[src/rtl/fp16_pkg.sv]
// rtl/fp16_pkg.sv - FP16 comparator constants, FSM encoding and field helpers
package fp16_pkg;

   localparam int EXP_W    = 5;
   localparam int MAN_W    = 10;
   localparam int FP_W     = 1 + EXP_W + MAN_W;
   localparam int SUB_W    = 16;
   localparam int MAN_LSB  = 0;
   localparam int EXP_LSB  = MAN_W;
   localparam int SIGN_BIT = FP_W - 1;
   localparam logic [EXP_W-1:0] EXP_MAX = '1;

   // Result flag vector layout: {unordered, equal, b_big, a_big}
   localparam logic [3:0] FLAG_NONE  = 4'b0000;
   localparam logic [3:0] FLAG_A_BIG = 4'b0001;
   localparam logic [3:0] FLAG_B_BIG = 4'b0010;
   localparam logic [3:0] FLAG_EQ    = 4'b0100;
   localparam logic [3:0] FLAG_UNORD = 4'b1000;

   typedef enum logic [1:0] {
      ST_IDLE = 2'd0,
      ST_EXP  = 2'd1,
      ST_MAN  = 2'd2,
      ST_RES  = 2'd3
   } state_e;

   function automatic logic is_nan(input logic [FP_W-1:0] x);
      return (x[EXP_LSB +: EXP_W] == EXP_MAX) && (x[MAN_LSB +: MAN_W] != '0);
   endfunction

   function automatic logic is_zero(input logic [FP_W-1:0] x);
      return x[SIGN_BIT-1:0] == '0;
   endfunction

   // Turns a magnitude ordering into signed order for two operands sharing sign neg.
   function automatic logic [3:0] order_flags(input logic gt, input logic lt, input logic neg);
      if (gt) return neg ? FLAG_B_BIG : FLAG_A_BIG;
      if (lt) return neg ? FLAG_A_BIG : FLAG_B_BIG;
      return FLAG_EQ;
   endfunction

endpackage

[src/rtl/fp16_sub16.sv]
// rtl/fp16_sub16.sv - 16-bit x + ~y + 1 on a two-level carry-lookahead adder
module fp16_sub16
   import fp16_pkg::*;
(
   input  logic [SUB_W-1:0] x_i,
   input  logic [SUB_W-1:0] y_i,
   output logic [SUB_W-1:0] diff_o,
   output logic             zero_o
);

   localparam int GRP_W = 4;
   localparam int N_GRP = SUB_W / GRP_W;

   logic [SUB_W-1:0] g, p, c;
   logic [N_GRP-2:0] gg, gp;
   logic [N_GRP-1:0] gc;
   logic             carry;

   assign g = x_i & ~y_i;
   assign p = x_i ^ ~y_i;

   // Group generate/propagate feed the group carries; bit carries ripple only inside a group.
   always_comb begin
      gg    = '0;
      gp    = '0;
      gc    = '0;
      c     = '0;
      carry = 1'b0;
      for (int k = 0; k < N_GRP - 1; k++) begin
         gp[k] = 1'b1;
         for (int j = 0; j < GRP_W; j++) begin
            gg[k] = g[k*GRP_W+j] | (p[k*GRP_W+j] & gg[k]);
            gp[k] = gp[k] & p[k*GRP_W+j];
         end
      end
      gc[0] = 1'b1;
      for (int k = 0; k < N_GRP - 1; k++) begin
         gc[k+1] = gg[k] | (gp[k] & gc[k]);
      end
      for (int k = 0; k < N_GRP; k++) begin
         carry = gc[k];
         for (int j = 0; j < GRP_W; j++) begin
            c[k*GRP_W+j] = carry;
            carry        = g[k*GRP_W+j] | (p[k*GRP_W+j] & carry);
         end
      end
   end

   assign diff_o = p ^ c;
   assign zero_o = (diff_o == '0);

endmodule

[src/rtl/fp16_cmp_ctrl.sv]
// rtl/fp16_cmp_ctrl.sv - multi-cycle FP16 comparator sharing one subtractor for exponent and mantissa
module fp16_cmp_ctrl
   import fp16_pkg::*;
#(
   parameter bit EARLY_EXIT = 1'b1
) (
   input  logic            clk,
   input  logic            rst_n,
   input  logic            in_valid,
   output logic            in_ready,
   input  logic [FP_W-1:0] a,
   input  logic [FP_W-1:0] b,
   output logic            out_valid,
   input  logic            out_ready,
   output logic            a_big,
   output logic            b_big,
   output logic            equal,
   output logic            unordered
);

   state_e            state_q, state_d;
   logic [FP_W-1:0]   a_q, a_d, b_q, b_d;
   logic [3:0]        flags_q, flags_d;
   logic              done_q, done_d;

   logic [SUB_W-1:0]  sub_x, sub_y, sub_diff;
   logic              sub_zero, mag_lt, mag_gt;

   // Operand select depends on registered state only.
   always_comb begin
      sub_x = {{(SUB_W-EXP_W){1'b0}}, a_q[EXP_LSB +: EXP_W]};
      sub_y = {{(SUB_W-EXP_W){1'b0}}, b_q[EXP_LSB +: EXP_W]};
      if (state_q == ST_MAN) begin
         sub_x = {{(SUB_W-MAN_W){1'b0}}, a_q[MAN_LSB +: MAN_W]};
         sub_y = {{(SUB_W-MAN_W){1'b0}}, b_q[MAN_LSB +: MAN_W]};
      end
   end

   fp16_sub16 u_sub (
      .x_i    (sub_x),
      .y_i    (sub_y),
      .diff_o (sub_diff),
      .zero_o (sub_zero)
   );

   // Zero-extended operands: every bit from the field width up mirrors the borrow.
   assign mag_lt = sub_diff[SUB_W-1];
   assign mag_gt = !mag_lt && (sub_diff[SUB_W-2:0] != '0);

   always_comb begin
      state_d = state_q;
      a_d     = a_q;
      b_d     = b_q;
      flags_d = flags_q;
      done_d  = done_q;
      case (state_q)
         ST_IDLE: begin
            if (in_valid) begin
               a_d     = a;
               b_d     = b;
               flags_d = FLAG_NONE;
               done_d  = 1'b0;
               state_d = ST_EXP;
            end
         end
         ST_EXP: begin
            done_d = 1'b1;
            if (is_nan(a_q) || is_nan(b_q))          flags_d = FLAG_UNORD;
            else if (is_zero(a_q) && is_zero(b_q))   flags_d = FLAG_EQ;
            else if (a_q[SIGN_BIT] != b_q[SIGN_BIT]) flags_d = a_q[SIGN_BIT] ? FLAG_B_BIG : FLAG_A_BIG;
            else if (!sub_zero)                      flags_d = order_flags(mag_gt, mag_lt, a_q[SIGN_BIT]);
            else                                     done_d  = 1'b0;
            state_d = (done_d && EARLY_EXIT) ? ST_RES : ST_MAN;
         end
         ST_MAN: begin
            if (!done_q) flags_d = order_flags(mag_gt, mag_lt, a_q[SIGN_BIT]);
            done_d  = 1'b1;
            state_d = ST_RES;
         end
         ST_RES: begin
            if (out_ready) state_d = ST_IDLE;
         end
         default: state_d = ST_IDLE;
      endcase
   end

   always_ff @(posedge clk) begin
      if (!rst_n) begin
         state_q <= ST_IDLE;
         a_q     <= '0;
         b_q     <= '0;
         flags_q <= FLAG_NONE;
         done_q  <= 1'b0;
      end else begin
         state_q <= state_d;
         a_q     <= a_d;
         b_q     <= b_d;
         flags_q <= flags_d;
         done_q  <= done_d;
      end
   end

   assign in_ready  = (state_q == ST_IDLE);
   assign out_valid = (state_q == ST_RES);
   assign {unordered, equal, b_big, a_big} = out_valid ? flags_q : FLAG_NONE;

endmodule

[config.mk]
export PLATFORM = sky130hd
export DESIGN_NAME = fp16_cmp_ctrl
export DESIGN_NICKNAME = d
export VERILOG_FILES = /design/src/rtl/fp16_pkg.sv /design/src/rtl/fp16_sub16.sv /design/src/rtl/fp16_cmp_ctrl.sv
export SDC_FILE = /design/constraint.sdc
export NUM_CORES = 1
export LEC_CHECK = 0
export CELL_PAD_IN_SITES_DETAIL_PLACEMENT = 0
export CELL_PAD_IN_SITES_GLOBAL_PLACEMENT = 1
export CORE_UTILIZATION = 30
export DETAILED_ROUTE_END_ITERATION = 10
export PLACE_DENSITY_LB_ADDON = 0.1
export SLEW_MARGIN = 20
export SYNTH_ARGS = -nofsm -noshare
export SYNTH_HDL_FRONTEND = slang
export SYNTH_SLANG_ARGS = --single-unit
[constraint.sdc]
create_clock -name clk -period 6.5 [get_ports clk]
set_input_delay 1.625 -clock clk [delete_from_list [all_inputs] [get_ports clk]]
set_output_delay 1.625 -clock clk [all_outputs]
set_load 0.02 [all_outputs]
==> results of run 1 <==
## sequential cells by signal (all words and copies together), names as in the netlist
signal,cells
a_q,16
b_q,16
flags_q,4
state_q,2
done_q,1
## area by class of cell
cell class                 instances  share of cell area (%)
clock buffer                       6                    2.75
clock inverter                     1                   0.167
inverter                          19                    2.38
multi-input combinational        235                    49.8
sequential                        39                    26.0
tap                              102                    4.25
timing repair buffer              42                    14.6
## logic make-up (layout without fill, tap and decap cells)
family	Yosys count	in the layout
mux	10	10
buf+inv	32	68
simple gates	141	141
xor+xnor	2	2
flops	39	39
fa+ha+maj	22	22
compound gates	60	60
## cell usage after synthesis, types with 2 or more instances
cell | n | area share (%)
and2_1 | 8 | 2.1
nand2b_1 | 3 | 0.78
nor2b_1 | 2 | 0.52
mux2i_1 | 5 | 2.1
a22oi_1 | 2 | 0.63
o21ai_0 | 5 | 1.0
mux2_2 | 5 | 2.4
inv_1 | 18 | 2.8
o22ai_1 | 2 | 0.52
dfxtp_1 | 39 | 33
nand3_1 | 14 | 2.9
a21oi_1 | 41 | 8.6
clkbuf_1 | 12 | 1.9
nor2_1 | 13 | 2.0
ha_1 | 16 | 8.4
nor4_1 | 6 | 1.6
nand2_1 | 82 | 13
o211ai_1 | 3 | 0.94
fa_1 | 6 | 5.0
a32oi_1 | 2 | 0.73
## final timing paths
kind / end / slack, ns
worst max-delay path: flags_q[1] / 1.34
worst min-delay path: done_q / 0.47
worst max register to register: flags_q[1] / 1.34
worst min register to register: done_q / 0.47
## critical path: stages, from the launching register on
cell and delay, ns:
dfxtp_1 0.35, inv_1 0.09, ha_1 0.85, mux2_2 0.44, ha_1 0.30, o21ai_0 0.15
a221oi_2 0.43, nor2_1 0.11, fa_1 0.40, fa_1 0.38, nor4b_2 0.22, nand3_1 0.13
or4b_4 0.55, nor3_4 0.20, a31oi_4 0.15, nand2b_1 0.18, a21oi_1 0.13
## stage by stage
stage | instance area, µm² | util [%]
3_3_place_gp | 2880 | 37.3
6_report | 3000 | 38.8
5_1_grt | 3000 | 38.8
2_1_floorplan | 2390 | -
3_5_place_dp | 2910 | 37.7
4_1_cts | 3000 | 38.8
## power groups by stage
stage | Sequential [mW] | Combinational (mW) | Clock, mW
floorplan | 0.324 | 0.492 | 0
global placement | 0.341 | 0.642 | 0
detailed placement | 0.342 | 0.656 | 0
CTS | 0.337 | 0.660 | 0.174
global route | 0.344 | 0.732 | 0.181
finish | 0.335 | 0.649 | 0.168
## routing by layer
metal / track usage, % / routed length, µm / part of all wire [%]
met4: 3.84 / 36 / 0.61
met5: 0 / 0 / 0
met1: 18.9 / 2850 / 49
met3: 2.93 / 151 / 2.6
met2: 25.9 / 2820 / 48
==> out/qor.csv, run 1 <==
stage,metric,value,unit
global_routing,antenna violations before repair,0,
global_routing,first-pass GRT wire length,10000,µm
global_routing,largest net degree at the start of global routing,37,
yosys,Post-Synth XOR/XNOR Area,0.732,%
yosys,largest family of logic cells by synthesized area,simple AND/OR/NAND/NOR gates,
sta,Tightest Pin Transition,1.05,ns
flow_run,max_cap viols,0,
yosys,Synth Flop Type,dfxtp_1,
place,Port Buf Inserts,41,
yosys,Synth Instances,306,
detailed_routing,vias post-DR,2135,
global_routing,grt ovf,0,
setup_path,R2R cell count,16,
power_and_ir_drop,power per cell area,384,nW/µm²
place,dpl cells,437,
detailed_routing,total wire length,5860,µm
floorplan,Initial Utilization,31.0,%
finish,area of the multi-input gates,1500,µm²
clocking,CTS tree,done,
setup_path,WS Path Type,flop to flop,
power_and_ir_drop,Leakage,1.14,nW
power_and_ir_drop,Cell Int Power,0.655,mW
finish,Filler cells,839,
yosys,ys async rst share,0,%
finish,share of post-route cells with drive strength above 1,7.02,%
finish,post-route insts no fill,444,
yosys,"EDFF count, synth",0,
sta,final setup fails,0,
sta,WHS,0.473,ns
detailed_routing,Vias per Instance,4.81,
clocking,Clock Tree Root,clkbuf_8,
floorplan,Die H,91.3,µm
sta,Slew HR,29.9,%
detailed_routing,Initial DRC Count,70,
power_and_ir_drop,Logic pwr share,56.4,%
hold_path,Worst Hold Launch,done_q,
clocking,Post CTS Setup Buffer Count,0,
yosys,Mean Syn Cell Area,7.82,µm²
finish,final-stage net count,400,
finish,area delta synth->final,25.4,%
power_and_ir_drop,sequential share of power,29.1,%
sta,fin crit share,79.5,%
sta,final worst clock skew,0.00577,ns
finish,Ant. Diodes,0,
yosys,Post-Syn Area,2390,µm²
clocking,clock buffer count from CTS,5,
clocking,CTS Buffer Depth,2,
detailed_routing,drt first pass iters,4,
sta,fin crit period,5.16,ns
detailed_routing,DRT antenna net count,0,
yosys,Yosys reg bits,39,
clocking,Worst-path clk slew,0.07,ns
power_and_ir_drop,Clock power frac,14.5,%
power_and_ir_drop,Switching Fraction,43.2,%
yosys,sequential share of the synthesized area,32.6,%
place,pre-CTS WS,1.36,ns
power_and_ir_drop,Overall Power,1.15,mW
finish,register area,781,µm²
place,routability cong.,0.740,
sta,f_max,194,MHz
hold_path,WHS Path Cells,2,
sta,final setup TNS,0,ns
power_and_ir_drop,Sw Pwr,0.497,mW
yosys,multiplexer share of the synthesized area,4.44,%
setup_path,CP Launch Type,flop,
finish,most frequent cells in the layout,"nand2_1, a21oi_1, clkdlybuf4s50_1",
clocking,CTS resizes,0,
yosys,Ys Warns,0,
floorplan,num rows,32,
yosys,Synth Area in Adders,13.4,%
hold_path,Hold/Removal Path Class,flop to flop,
clocking,Clock Latency Late Sink,0.29,ns
sta,Final Worst Setup Slack,1.34,ns
floorplan,Core Footprint,7730,µm²
setup_path,reg2reg start,state_q[0],
sta,RSZ-0062 raised after global routing,no,
setup_path,Worst Path Required,6.69,ns
global_routing,All-Layer GR Usage,15.0,%
setup_path,Worst EP arrival,5.36,ns
place,Detailed Place HPWL,4530,µm
yosys,post-synthesis compound-gate area fraction,15.8,%
detailed_routing,drt drc,0,
sta,final slew viol count,0,
power_and_ir_drop,Max IR drop VDD,107,µV
floorplan,Die X,91.3,µm
setup_path,CP endpoint kind,flop,
floorplan,die footprint,8340,µm²
setup_path,worst-path fanout max,25,
clocking,clock net sink count,39,
run_status,status,"complete, no violations",
setup_path,crit path from,state_q[0],
yosys,post-synth net total,364,
detailed_routing,WL per Instance,13.2,µm
finish,"commonest non-fill, non-tap cell in the layout",nand2_1,
clocking,CTS H-tree lvls,2,
clocking,Post-CTS Hold Fix Bufs,0,
yosys,simple-gate share of the synthesized area,28.0,%
yosys,post-synth cell types,42,
floorplan,Top-Level Pins,42,
global_routing,vias in the first global route,2141,
sta,Final Hold Vio Count,0,
(Power assumes the default switching activity.)
==> inputs of run 2 (changes only) <==
==> constraint.sdc (replaced) <==
create_clock -name clk -period 4.2 [get_ports clk]
set_input_delay 1.05 -clock clk [delete_from_list [all_inputs] [get_ports clk]]
set_output_delay 1.05 -clock clk [all_outputs]
set_load 0.02 [all_outputs]
==> out/qor.csv, run 2 (synthesized netlist as in run 1, its figures left out) <==
stage,metric,value,unit
finish,share of post-route cells with drive strength above 1,17.4,%
floorplan,Initial Utilization,31.0,%
global_routing,antenna violations before repair,0,
setup_path,WS Path Type,flop to flop,
detailed_routing,drt first pass iters,4,
sta,Final Hold Vio Count,0,
sta,final setup fails,0,
setup_path,reg2reg start,state_q[0],
place,Port Buf Inserts,41,
floorplan,num rows,32,
global_routing,largest net degree at the start of global routing,37,
setup_path,Crit path max-delay family,simple AND/OR/NAND/NOR gates,
finish,area of the multi-input gates,1610,µm²
clocking,Clock Latency Late Sink,0.29,ns
clocking,CTS tree,done,
clocking,clock buffer count from CTS,5,
finish,register area,783,µm²
clocking,Clock Tree Root,clkbuf_8,
hold_path,WHS Path Cells,2,
global_routing,vias in the first global route,2222,
finish,most frequent cells in the layout,"nand2_1, clkdlybuf4s50_1, a21oi_1",
hold_path,hold endpoint,flags_q[3],
clocking,Worst-path clk slew,0.08,ns
floorplan,Die H,91.3,µm
sta,fin crit share,97.4,%
floorplan,die footprint,8340,µm²
finish,largest registers,"a_q x16, b_q x16, flags_q x4",
sta,final worst clock skew,0.00656,ns
global_routing,All-Layer GR Usage,15.9,%
setup_path,crit-path most repeated cell,fa_2,
setup_path,Buf/Inv on CP,2,
run_status,status,"complete, no violations",
detailed_routing,total wire length,6180,µm
detailed_routing,Vias per Instance,4.76,
detailed_routing,vias post-DR,2213,
clocking,CTS Buffer Depth,2,
floorplan,Top-Level Pins,42,
finish,area delta synth->final,37.9,%
place,Detailed Place HPWL,4690,µm
setup_path,"Slowest-stage cell, CP",or4b_4,
power_and_ir_drop,power per cell area,643,nW/µm²
sta,Slew HR,57.4,%
setup_path,R2R cell count,17,
detailed_routing,drt drc,0,
clocking,CTS H-tree lvls,2,
place,routability cong.,0.789,
setup_path,worst-path fanout max,8,
finish,post-route insts no fill,465,
sta,Tightest Pin Transition,0.637,ns
setup_path,cell chain of the critical path,inv_2 -> ha_4 -> buf_4 -> mux2_2 -> ha_1 -> o21ai_2 -> a221oi_2 -> nor2_1 -> fa_2 -> fa_2 -> nor4b_2 -> nand3_1 -> or4b_4 -> nor3_4 -> a31oi_4 -> nand2b_4 -> a21oi_2,
sta,final setup TNS,0,ns
floorplan,Core Footprint,7730,µm²
place,dpl cells,454,
floorplan,Die X,91.3,µm
detailed_routing,DRT antenna net count,0,
sta,RSZ-0062 raised after global routing,yes,
setup_path,CP max stage delay,0.51,ns
global_routing,first-pass GRT wire length,10600,µm
sta,f_max,245,MHz
finish,Filler cells,807,
power_and_ir_drop,Max IR drop VDD,209,µV
finish,final-stage net count,420,
global_routing,grt ovf,0,
sta,final slew viol count,0,
sta,fin crit period,4.09,ns
setup_path,CP endpoint kind,flop,
setup_path,Worst Path Required,4.42,ns
power_and_ir_drop,Leakage,1.28,nW
hold_path,Worst Hold Launch,flags_q[3],
setup_path,Worst EP arrival,4.31,ns
sta,Final Worst Setup Slack,0.111,ns
place,pre-CTS WS,-0.110,ns
finish,Ant. Diodes,0,
detailed_routing,WL per Instance,13.3,µm
flow_run,max_cap viols,0,
setup_path,Worst R2R Setup Slack,0.11,ns
detailed_routing,Initial DRC Count,36,
setup_path,CP Launch Type,flop,
setup_path,worst reg2reg endpoint,flags_q[0],
hold_path,Hold/Removal Path Class,flop to flop,
clocking,clock net sink count,39,
setup_path,crit path from,state_q[0],
finish,"commonest non-fill, non-tap cell in the layout",nand2_1,
run 2: worst max path at each step:
stage	endpoint	slack [ns]	depth (start not counted)
finish	flags_q[0]	0.11	17
global route	flags_q[0]	-0.09	17
CTS	flags_q[0]	0.001	16
detailed placement	flags_q[0]	-0.11	16
global placement	flags_q[1]	-0.006	15
floorplan	flags_q[0]	0.04	18
run 2: cell type report:
type | count | share of cell area (%)
multi-input cells | 235 | 48.8
flip-flops and latches | 39 | 23.7
repair buffers | 62 | 17.4
well taps | 102 | 3.87
clock buffers | 6 | 2.20
inverters | 19 | 2.16
clock inverters | 2 | 1.82
run 2: stage by stage:
step / cell area (µm²) / util (%) / hold WS, ns / total power [mW]
after global placement: 3060 / 39.5 / 0.458 / 1.64
after detailed placement: 3060 / 39.6 / 0.454 / 1.65
after CTS: 3200 / 41.5 / 0.467 / 2.07
after floorplan: 2450 / - / 0.441 / 1.30
after global routing: 3300 / 42.7 / 0.490 / 2.30
final: 3300 / 42.7 / 0.465 / 2.12
run 2: power breakdown:
group,switching (mW),total [mW],leakage [nW],internal [mW]
Sequential,0.0751,0.523,0.320,0.448
Combinational,0.640,1.22,0.896,0.584
Clock,0.139,0.377,0.0654,0.238
run 2: tightest hold or removal path, delay by kind of cell (launching register included):
| kind | cells | cell delay [ns] |
|---|---|---|
| and+or+nand+nor | 1 | 0.06 |
| DFF | 1 | 0.31 |
| AOI/OAI and AO/OA | 1 | 0.05 |
run 2: timing repair:
action,4_1_cts,5_1_grt
setup endpoints to repair,6,6
pin swaps,1,6
gates resized for setup,2,16
hold buffers,0,0
buffers inserted,1,2
run 2: metal layers:
| metal | global-route usage, % | vias to the layer above | share of wire, % |
|---|---|---|---|
| li1 | - | 1146 | - |
| met1 | 21.4 | 1026 | 50 |
| met2 | 25.9 | 34 | 45 |
| met3 | 3.35 | 7 | 3.1 |
| met4 | 3.70 | 0 | 1.1 |
| met5 | 0 | - | 0 |
